File: src/rtl/subleq_sequencer.sv
// rtl/subleq_sequencer.sv - SUBLEQ instruction sequencer driving a req/ack memory port and the A register
module subleq_sequencer #(
    parameter int WORD_SIZE = 16
) (
    input  logic                 clk,
    input  logic                 areset,
    input  logic                 run,
    output logic                 mem_req,
    output logic                 mem_we,
    output logic [WORD_SIZE-1:0] mem_addr,
    output logic [WORD_SIZE-1:0] mem_wdata,
    input  logic [WORD_SIZE-1:0] mem_rdata,
    input  logic                 mem_ack,
    output logic                 a_set,
    output logic [WORD_SIZE-1:0] a_in,
    input  logic [WORD_SIZE-1:0] a_out,
    output logic [WORD_SIZE-1:0] pc,
    output logic                 halted
);

    typedef enum logic [2:0] {
        FETCH_A = 3'd0,
        FETCH_B = 3'd1,
        FETCH_C = 3'd2,
        LOAD_A  = 3'd3,
        LOAD_B  = 3'd4,
        WRITE   = 3'd5,
        HALT    = 3'd6
    } state_t;

    localparam logic [WORD_SIZE-1:0] STEP1 = WORD_SIZE'(1);
    localparam logic [WORD_SIZE-1:0] STEP2 = WORD_SIZE'(2);
    localparam logic [WORD_SIZE-1:0] STEP3 = WORD_SIZE'(3);

    state_t               state_q;
    logic [WORD_SIZE-1:0] pc_q;
    logic [WORD_SIZE-1:0] addr_a_q;
    logic [WORD_SIZE-1:0] addr_b_q;
    logic [WORD_SIZE-1:0] addr_c_q;
    logic [WORD_SIZE-1:0] b_val_q;
    // Low for the first cycle after reset so the port is quiet while reset is held
    logic                 live_q;

    logic [WORD_SIZE-1:0] result;
    logic                 leq;
    logic                 xfer;

    // Subtraction result and branch condition for the WRITE step
    always_comb begin
        result = b_val_q - a_out;
        leq    = result[WORD_SIZE-1] | (result == '0);
    end

    // Memory port decode from the registered state
    always_comb begin
        mem_req  = 1'b0;
        mem_we   = 1'b0;
        mem_addr = '0;
        unique case (state_q)
            FETCH_A: begin
                mem_req  = live_q & run;
                mem_addr = pc_q;
            end
            FETCH_B: begin
                mem_req  = 1'b1;
                mem_addr = pc_q + STEP1;
            end
            FETCH_C: begin
                mem_req  = 1'b1;
                mem_addr = pc_q + STEP2;
            end
            LOAD_A: begin
                mem_req  = 1'b1;
                mem_addr = addr_a_q;
            end
            LOAD_B: begin
                mem_req  = 1'b1;
                mem_addr = addr_b_q;
            end
            WRITE: begin
                mem_req  = 1'b1;
                mem_we   = 1'b1;
                mem_addr = addr_b_q;
            end
            HALT: begin
                mem_req  = 1'b0;
            end
            default: begin
                mem_req  = 1'b0;
            end
        endcase
    end

    // Remaining outputs; a_set fires only on the completing edge of the LOAD_A read
    always_comb begin
        xfer      = mem_req & mem_ack;
        mem_wdata = result;
        a_in      = mem_rdata;
        a_set     = (state_q == LOAD_A) & xfer;
        pc        = pc_q;
        halted    = (state_q == HALT);
    end

    // Sequencer state: advances only on a completed transaction
    always_ff @(posedge clk or negedge areset) begin
        if (!areset) begin
            state_q  <= FETCH_A;
            pc_q     <= '0;
            addr_a_q <= '0;
            addr_b_q <= '0;
            addr_c_q <= '0;
            b_val_q  <= '0;
            live_q   <= 1'b0;
        end else begin
            live_q <= 1'b1;
            if (xfer) begin
                unique case (state_q)
                    FETCH_A: begin
                        addr_a_q <= mem_rdata;
                        state_q  <= FETCH_B;
                    end
                    FETCH_B: begin
                        addr_b_q <= mem_rdata;
                        state_q  <= FETCH_C;
                    end
                    FETCH_C: begin
                        addr_c_q <= mem_rdata;
                        state_q  <= LOAD_A;
                    end
                    LOAD_A: begin
                        state_q  <= LOAD_B;
                    end
                    LOAD_B: begin
                        b_val_q  <= mem_rdata;
                        state_q  <= WRITE;
                    end
                    WRITE: begin
                        if (leq && (&addr_c_q)) begin
                            state_q <= HALT;
                        end else if (leq) begin
                            pc_q    <= addr_c_q;
                            state_q <= FETCH_A;
                        end else begin
                            pc_q    <= pc_q + STEP3;
                            state_q <= FETCH_A;
                        end
                    end
                    HALT: begin
                        state_q <= HALT;
                    end
                    default: begin
                        state_q <= HALT;
                    end
                endcase
            end
        end
    end

endmodule

File: config.mk
export PLATFORM = sky130hd
export DESIGN_NAME = subleq_sequencer
export DESIGN_NICKNAME = d
export VERILOG_FILES = /design/src/rtl/subleq_sequencer.sv
export SDC_FILE = /design/constraint.sdc
export NUM_CORES = 1
export LEC_CHECK = 0
export BUFFER_PORTS_ARGS = -buffer_cell sky130_fd_sc_hd__buf_4
export CORE_MARGIN = 1
export CORE_UTILIZATION = 55
export DETAILED_ROUTE_END_ITERATION = 8
export HOLD_SLACK_MARGIN = 0.12
export PLACE_DENSITY = 0.8
export SYNTH_ARGS = -nofsm -noshare
export SYNTH_HDL_FRONTEND = slang
export SYNTH_SLANG_ARGS = --single-unit
File: constraint.sdc
create_clock -name clk -period 4.2 [get_ports clk]
set_clock_uncertainty 0.15 [all_clocks]
set_input_delay 1.05 -clock clk [delete_from_list [all_inputs] [get_ports clk]]
set_output_delay 1.05 -clock clk [all_outputs]
set_load 0.005 [all_outputs]
After elaboration in Yosys (flattened, before gate mapping)
Index checks and enable logic that the tools add are counted.

word-level totals
  flip-flop bits (word level) = 84
  output and inout port bits = 68
  input bits = 36
  word-level logic and storage cells = 39

operators by class
  mux-type cells = 6
  bitwise operators = 5
  eq/ne operators = 6
  reduce and logical (&&, ||, !) cells = 11
  add/subtract/negate cells = 4

operators by type and width
  operator                                             number
  case mux 16 bit (5 select lines)                     1
  adder 16 x 2 -> 16 bit, second input constant        2
  case mux 3 bit (6 select lines)                      1
  adder 16 x 1 -> 16 bit, second input constant        1
  zero test 16 bit                                     1
  two-way mux 16 bit                                   1
  AND reduction 16 bit                                 1
  subtractor 16 bit                                    1
  equality test 3 bit, second input constant           3
  AND reduction 2 bit                                  4
  equality test 3 x 2 -> 1 bit, second input constant  2
  OR reduction 5 bit                                   1
  AND 1 bit                                            3
  equality test 3 x 1 -> 1 bit, second input constant  1
  zero test 3 bit                                      1
  two-way mux 3 bit                                    1
  AND reduction 3 bit                                  1
  case mux 1 bit (2 select lines)                      1
  OR reduction 2 bit                                   1
  logical AND 1 bit                                    1
  two-way mux 1 bit                                    1
  inverter 1 bit                                       1
  bitwise OR 1 bit                                     1

Longest topological paths before layout
Gate-level depths: netlist of the first run.

  depth after elaboration = 6
  gate-level depth with buffers = 16
  depth with buffers taken out = 12

Worst setup path after synthesis of the first run
Ideal clock, no wire load.

  path kind = input to register
  from = input a_out[0]
  to = register pc_q[11] (netlist: pc[11])
  data arrival time = 3711 ps
  buffers on the path = 4
  library setup time = 134 ps
  stages on the path = 15
  slack = 204 ps
  cell sequence = ha_1 fa_1 nor2b_1 o2111ai_1 and3_1 buf_2 xnor2_1 or3_1 nor4_1 a32o_1 buf_6 or2_1 buf_6 buf_12 o22ai_2

between the ends
  cells in the longest elaborated chain, start to end = 6
  elaborated cells between the ends (all ways) = 7
  classes of those cells = 1 x add/sub; 1 x mux; 2 x bitwise; 3 x reduce/logical

ends and longest elaborated chain
  element                        RTL line  RTL
  from (decl)                    16        input logic [WORD_SIZE-1:0] a_out,
  subtractor 16 bit *            50        result = b_val_q - a_out;
  via mem_wdata[6]               11        output logic [WORD_SIZE-1:0] mem_wdata,
  zero test 16 bit *             51        leq = result[WORD_SIZE-1] | (result == '0);
  bitwise OR 1 bit *             51
  logical AND 1 bit              138       if (leq && (&addr_c_q)) begin
  inverter 1 bit (no line)       -
  AND reduction 3 bit (no line)  -
  to (signal assigned)           141       pc_q <= addr_c_q;
  to (signal assigned)           144       pc_q <= pc_q + STEP3;
  to (decl)                      36        logic [WORD_SIZE-1:0] pc_q;

Mark *: on every way through the listed nets, which the timed path passes. The rest lies on a longest branch.
A chain may end at the register's enable or synchronous reset.

Worst setup path in the final report of the first run
  from = input a_out[3]
  to = output mem_wdata[15]

between the ends
  cells in the longest elaborated chain, start to end = 1

ends and longest elaborated chain
  element            RTL line
  subtractor 16 bit  50
  to (decl)          11

Every way passes these cells.

==> results of run 1 <==
-- cell usage after synthesis, types with 8 or more instances --
cell type and n:
a211oi_1 16, buf_4 17, o211ai_1 8, nand2_1 49, o22ai_1 9, xnor2_1 13
a21oi_1 18, mux2_2 61, clkbuf_1 22, nor3_1 9, nand3_1 22, ha_1 19
nor2_1 48, o22ai_2 10, dfrtp_1 84, nand4_1 11, o21ai_0 30, inv_1 42
mux2i_1 18
-- cell type report --
class                      instances  share of cell area, %
clock buffer                      10                  2.020
clock inverter                     6                 0.6795
inverter                          44                  2.424
multi-input combinational        438                  47.18
sequential                        84                  30.85
tap                              133                  2.443
timing repair buffer             129                  14.40
-- timing repair --
item                       in CTS  in global routing
setup endpoints to repair       1                  6
buffers inserted                1                  0
pin swaps                       1                  1
resized for setup               0                  8
hold buffers                    0                  0
-- power by group through the flow --
stage	registers, uW	logic (uW)	clock network, uW
final	1640	3520	561
after global routing	1690	3800	600
after CTS	1630	3460	565
after detailed placement	1650	3430	0
after global placement	1630	3350	0
after floorplan	1450	2180	0
-- critical path, cell delays in order --
cell     delay [ns]
buf_4          0.08
inv_1          0.03
ha_1           0.37
and3_1         0.20
o21a_1         0.28
o31ai_4        0.27
a21oi_1        0.10
o22ai_1        0.14
xnor2_1        0.20
buf_4          0.17
-- routing by layer --
layer	GRT usage [%]	wire length (um)	up-vias
li1	-	-	2419
met2	50.90	8015	262
met4	10.10	394	0
met1	43.74	7222	2543
met3	4.449	1145	38
met5	0	0	-
-- path summary, 6_finish.rpt --
path / startpoint / to / slack, ns / cells after the start
worst max-delay path: a_out[3] / mem_wdata[15] / 0.10 / 10
min in group asynchronous: areset / b_val_q[3]$_DFFE_PN0P_ / 0.72 / 1
max in group asynchronous: areset / b_val_q[15]$_DFFE_PN0P_ / 2.50 / 1
worst min-delay path: addr_a_q[14]$_DFFE_PN0P_ / addr_a_q[14]$_DFFE_PN0P_ / 0.37 / 1
worst max register to register: b_val_q[3]$_DFFE_PN0P_ / pc[2]$_DFFE_PN0P_ / 0.76 / 11
worst min register to register: addr_a_q[14]$_DFFE_PN0P_ / addr_a_q[14]$_DFFE_PN0P_ / 0.37 / 1
-- cells in the final DEF (no fill, tap or decap), drive strengths merged, types with 4 or more instances in the layout --
cell,netlist,routed
buf,26,129
dfrtp,84,84
mux2,61,61
nand2,49,49
nor2,48,48
inv,42,44
o21ai,32,32
nand3,22,22
ha,19,19
o22ai,19,19
mux2i,18,18
a21oi,18,18
a211oi,16,16
xnor2,13,13
nand4,11,11
clkbuf,22,10
nor3,9,9
o211ai,8,8
nor4,7,7
or3,7,7
o311ai,6,6
a22oi,5,5
a31oi,5,5
and3,5,5
a32oi,4,4
a21o,4,4
o21bai,4,4
o31ai,4,4
or2,4,4
clkinv,2,4
-- kinds of logic after synthesis --
kind of cell    count (synthesis)
mux                            79
other cells                     1
simple gates                  176
xor+xnor                       15
flops                          84
buf+inv                        92
fa+ha+maj                      20
compound gates                147
-- state kept, by name, summed over array words and instances, names as in the netlist --
register / cells
addr_a_q: 16
addr_b_q: 16
addr_c_q: 16
b_val_q: 16
pc: 16
state_q: 3
live_q: 1
-- stage by stage --
stage	instances	TNS [ns]	hold WS (ns)	setup WS, ns	utilization (%)
6_report	844	0	0.3692	0.1006	68.75
5_1_grt	844	0	0.3787	0.01136	68.75
4_1_cts	844	0	0.3686	0.005816	68.42
3_5_place_dp	827	-0.2405	0.3444	-0.03112	66.49
3_3_place_gp	827	0	0.3367	0.002887	66.49
2_1_floorplan	614	0	0.3239	0.2043	-
==> out/summary.txt, run 1 <==
# nets final = 762
Sw Ratio = 45.03%
Fin. Hold Viols = 0
Internal Power = 3148 uW
GPL Wtd Cong = 0.9580
Tightest Pin Transition = 1.058 ns
CTS Root Cell = clkbuf_8
Die height = 103.9 um
Synthesized area per cell = 9.309 um2
Post-synthesis share of cell area spent on full adders, half adders and majority gates = 4.510%
Post-synthesis compound-gate area fraction = 18.70%
Pleak = 0.003076 uW
Initial antenna violation count = 0
Post-synthesis sequential area ratio = 36.78%
Run status = complete, no violations
DRC = 0
Seq cells post-synth = 84
First-pass GRT wire length = 26.74 mm
Fillers = 797
Clock sink count = 84
Port Buffer Count = 103
Cell Pwr Density = 840.5 mW/mm2
Post-layout minimum cycle time = 4.099 ns
Yosys Warn Count = 0
DR vias/cell = 6.235
Clock latency on the worst-skew pair = 0.37 ns
Psw = 2579 uW
Crit path DAT = 2.90 ns
EDFF count, synth = 0
Netlist Area Pre-Place = 0.005715 mm2
DR pass1 iterations = 7
Net Count, Synth = 670
Placement Cell Area = 0.006589 mm2
Setup crit end kind = output port
CTS tree = yes
Starting Density = 57.68%
Die width = 103.9 um
Congestion Overflow GR = 0
Final Cell Area = 0.006813 mm2
Final WL = 16.78 mm
Synth unique cells = 66
Clk slew on worst S/H paths = 0.10 ns
Core area = 0.009910 mm2
Die ar. = 0.01080 mm2
Yosys top cell by area = dfrtp_1
DR vias = 5262
Final max-slew violation count = 0
Antenna Cells = 0
CP Max Fanout = 6
CP Class = in2out
Final setup fails = 0
Crit start category = primary input
1st-iter DRT viols = 527
CTS Buf Count = 9
Vias in the first global route = 5046
Clock power share = 9.8%
Mux contribution to synthesized area = 15.17%
Layout cells sized above 1 = 32.21%
Ys flop type = dfrtp_1
Rel. slew slack = 29.49%
Mapped Cells = 614
Flop pwr share = 28.7%
Detailed Place HPWL = 12.53 mm
Multi-input logic area = 0.003214 mm2
MaxCap Viol Count = 0
Max Root-Sink Buffers = 2
RSZ-0062 raised after global routing = false
Ys async rst share = 100.0%
Logic pwr share = 61.5%
Wirelength per Cell = 19.88 um
Final worst path period share = 97.60%
FP Rows = 36
Worst min-delay path class = reg2reg
VDD IR max = 0.4046 mV
Top-area cell type share of the netlist area = 36.78%
Total power draw = 5726 uW
Synth Area in Simple Gates = 14.71%
Syn-to-layout area delta = 19.20%
Synth area leaders = dfrtp_1 37%, mux2_2 12%, ha_1 4.2%
GRT Overall Usage = 31.52%
H-tree Lvls = 3
WP data required = 3.00 ns
Largest family of logic cells by synthesized area = compound AO/OA/AOI/OAI gates
Antenna-violating nets left = 0
Post-Synth XOR/XNOR Area = 2.299%
Top Ports = 104
Largest net degree at the start of global routing = 85
Reg area = 0.002102 mm2
FMAX = 243.9 MHz
Power figures use the tool's default switching activity.
==> run 2: changes to the inputs <==
Settings changed: CTS_BUF_LIST from default to sky130_fd_sc_hd__clkbuf_16, CTS_CLUSTER_SIZE from default to 16, GPL_TIMING_DRIVEN from default to 0.
==> run 2 against run 1 <==
Global-route usage grew 2.5 points. Largest cell class unchanged. Cell area rose by 3.9%. Flip-flop and latch count did not move. Combinational power increased by 4%. Clock-buffer cell count is 1 lower.
==> out/summary.txt, run 2 (same netlist as run 1, synthesis figures left out) <==
Final worst path period share = 97.62%
Grt peak-use layer = met2
Initial antenna violation count = 0
MaxCap Viol Count = 0
CTS tree = yes
# nets final = 783
Clock sink count = 84
FP Rows = 36
Clk slew on worst S/H paths = 0.06 ns
Clock latency on the worst-skew pair = 0.34 ns
Die width = 103.9 um
Layout cells sized above 1 = 32.92%
Final max-slew violation count = 0
Final setup fails = 0
DR vias = 5435
Most common cell after layout, fill and taps aside = buf_4
Top Ports = 104
Run status = complete, no violations
Rel. slew slack = 17.14%
Wirelength per Cell = 21.24 um
Non-Filler Instances = 865
Worst min-delay path class = reg2reg
Commonest cells after routing, fill and taps aside = 122 x buf_4, 84 x dfrtp_1, 61 x mux2_2, 49 x nand2_1, 48 x nor2_1
GPL Wtd Cong = 0.9354
H-tree Lvls = 3
Antenna Cells = 0
WP data required = 4.26 ns
Cell Pwr Density = 856.7 mW/mm2
GR Util met3 = 7.519%
Largest net degree at the start of global routing = 85
FMAX = 243.9 MHz
Port Buffer Count = 103
Fin. Hold Viols = 0
Crit start category = primary input
CTS Root Cell = clkbuf_16
Vias in the first global route = 5278
DRC = 0
Worst R2R Path Depth = 14
VDD IR max = 0.4809 mV
Max Root-Sink Buffers = 2
Tightest Pin Transition = 1.240 ns
Core area = 0.009910 mm2
RSZ-0062 raised after global routing = false
Pleak = 0.003173 uW
Crit path DAT = 4.16 ns
GRT Overall Usage = 34.06%
Syn-to-layout area delta = 23.84%
1st-iter DRT viols = 498
Placed insts = 850
Setup crit end kind = flip-flop
Placement Cell Area = 0.006655 mm2
CP Max Fanout = 10
Post-layout minimum cycle time = 4.100 ns
Antenna-violating nets left = 0
DR vias/cell = 6.283
Met1 Usage GRT = 46.68%
CP Class = in2reg
GRT met2 Usage = 53.76%
CTS Buf Count = 9
Final Cell Area = 0.007078 mm2
Congestion Overflow GR = 0
Post-CTS Hold Buffers = 0
Setup TNS = 0 ns
DR pass1 iterations = 5
Total power draw = 6064 uW
Die ar. = 0.01080 mm2
WHS Path Cells = 1
Final Hold Slack = 0.3599 ns
Final WL = 18.38 mm
Starting Density = 57.68%
Detailed Place HPWL = 13.76 mm
Die height = 103.9 um
First-pass GRT wire length = 28.37 mm
-- run 2: changes by cell type in the layout (fill, tap and decap cells not counted), sizes merged --
| cell | delta |
|---|---|
| buf | +2 |
| bufinv | +1 |
| clkbuf | +18 |
| clkinv | +3 |
| clkinvlp | -2 |
| inv | -1 |
-- run 2: repair_timing --
action	CTS	global route
pin swaps	0	4
setup buffers	0	2
resized for setup	5	23
endpoints found under the setup margin	19	24
hold endpoints to repair	0	0
-- run 2: path summary, 6_finish.rpt --
kind	endpoint	slack, ns	startpoint
min in group asynchronous	b_val_q[1]$_DFFE_PN0P_	0.75	areset
setup / recovery	pc[9]$_DFFE_PN0P_	0.10	a_out[0]
max in group asynchronous	pc[10]$_DFFE_PN0P_	2.47	areset
setup reg to reg	pc[9]$_DFFE_PN0P_	0.53	b_val_q[0]$_DFFE_PN0P_
hold reg to reg	addr_a_q[12]$_DFFE_PN0P_	0.36	addr_a_q[12]$_DFFE_PN0P_
hold / removal	addr_a_q[12]$_DFFE_PN0P_	0.36	addr_a_q[12]$_DFFE_PN0P_
-- run 2: metrics by stage --
step / worst slack [ns] / utilization (%)
2_1_floorplan: 0.2043 / -
3_3_place_gp: -0.4707 / 67.16
5_1_grt: 0.01073 / 71.43
4_1_cts: -0.02486 / 70.34
6_report: 0.1001 / 71.43
3_5_place_dp: -0.5195 / 67.16
-- run 2: final cells by class --
| type | count | area [um2] |
|---|---|---|
| multi-input combinational | 438 | 3294 |
| timing repair buffer | 105 | 788.3 |
| clock buffer | 9 | 225.2 |
| tap | 133 | 166.4 |
| sequential | 84 | 2102 |
| inverter | 44 | 165.2 |
| clock inverter | 7 | 68.82 |
| buffer | 45 | 267.8 |
| fill | 766 | 2831 |
-- run 2: worst max-delay path, cell delays in order --
cell and delay, ns:
buf_4 0.11, ha_2 0.19, fa_2 0.42, nor2b_4 0.15, o2111ai_4 0.17, and3_2 0.27, a21oi_2 0.16, xor2_1 0.10
buf_4 0.15, nor4_2 0.41, a21oi_1 0.19, buf_2 0.26, a211oi_1 0.39, o22ai_2 0.15
-- run 2: power breakdown --
part	switching [uW]	internal [uW]
clock network	335	459
registers	387	1210
logic	2000	1670
total	2720	3340
-- run 2: metal layers --
metal | up-vias | share of wire [%]
met5 | - | 0
met1 | 2647 | 42
met4 | 0 | 2.1
met3 | 36 | 7.9
li1 | 2467 | -
met2 | 285 | 48
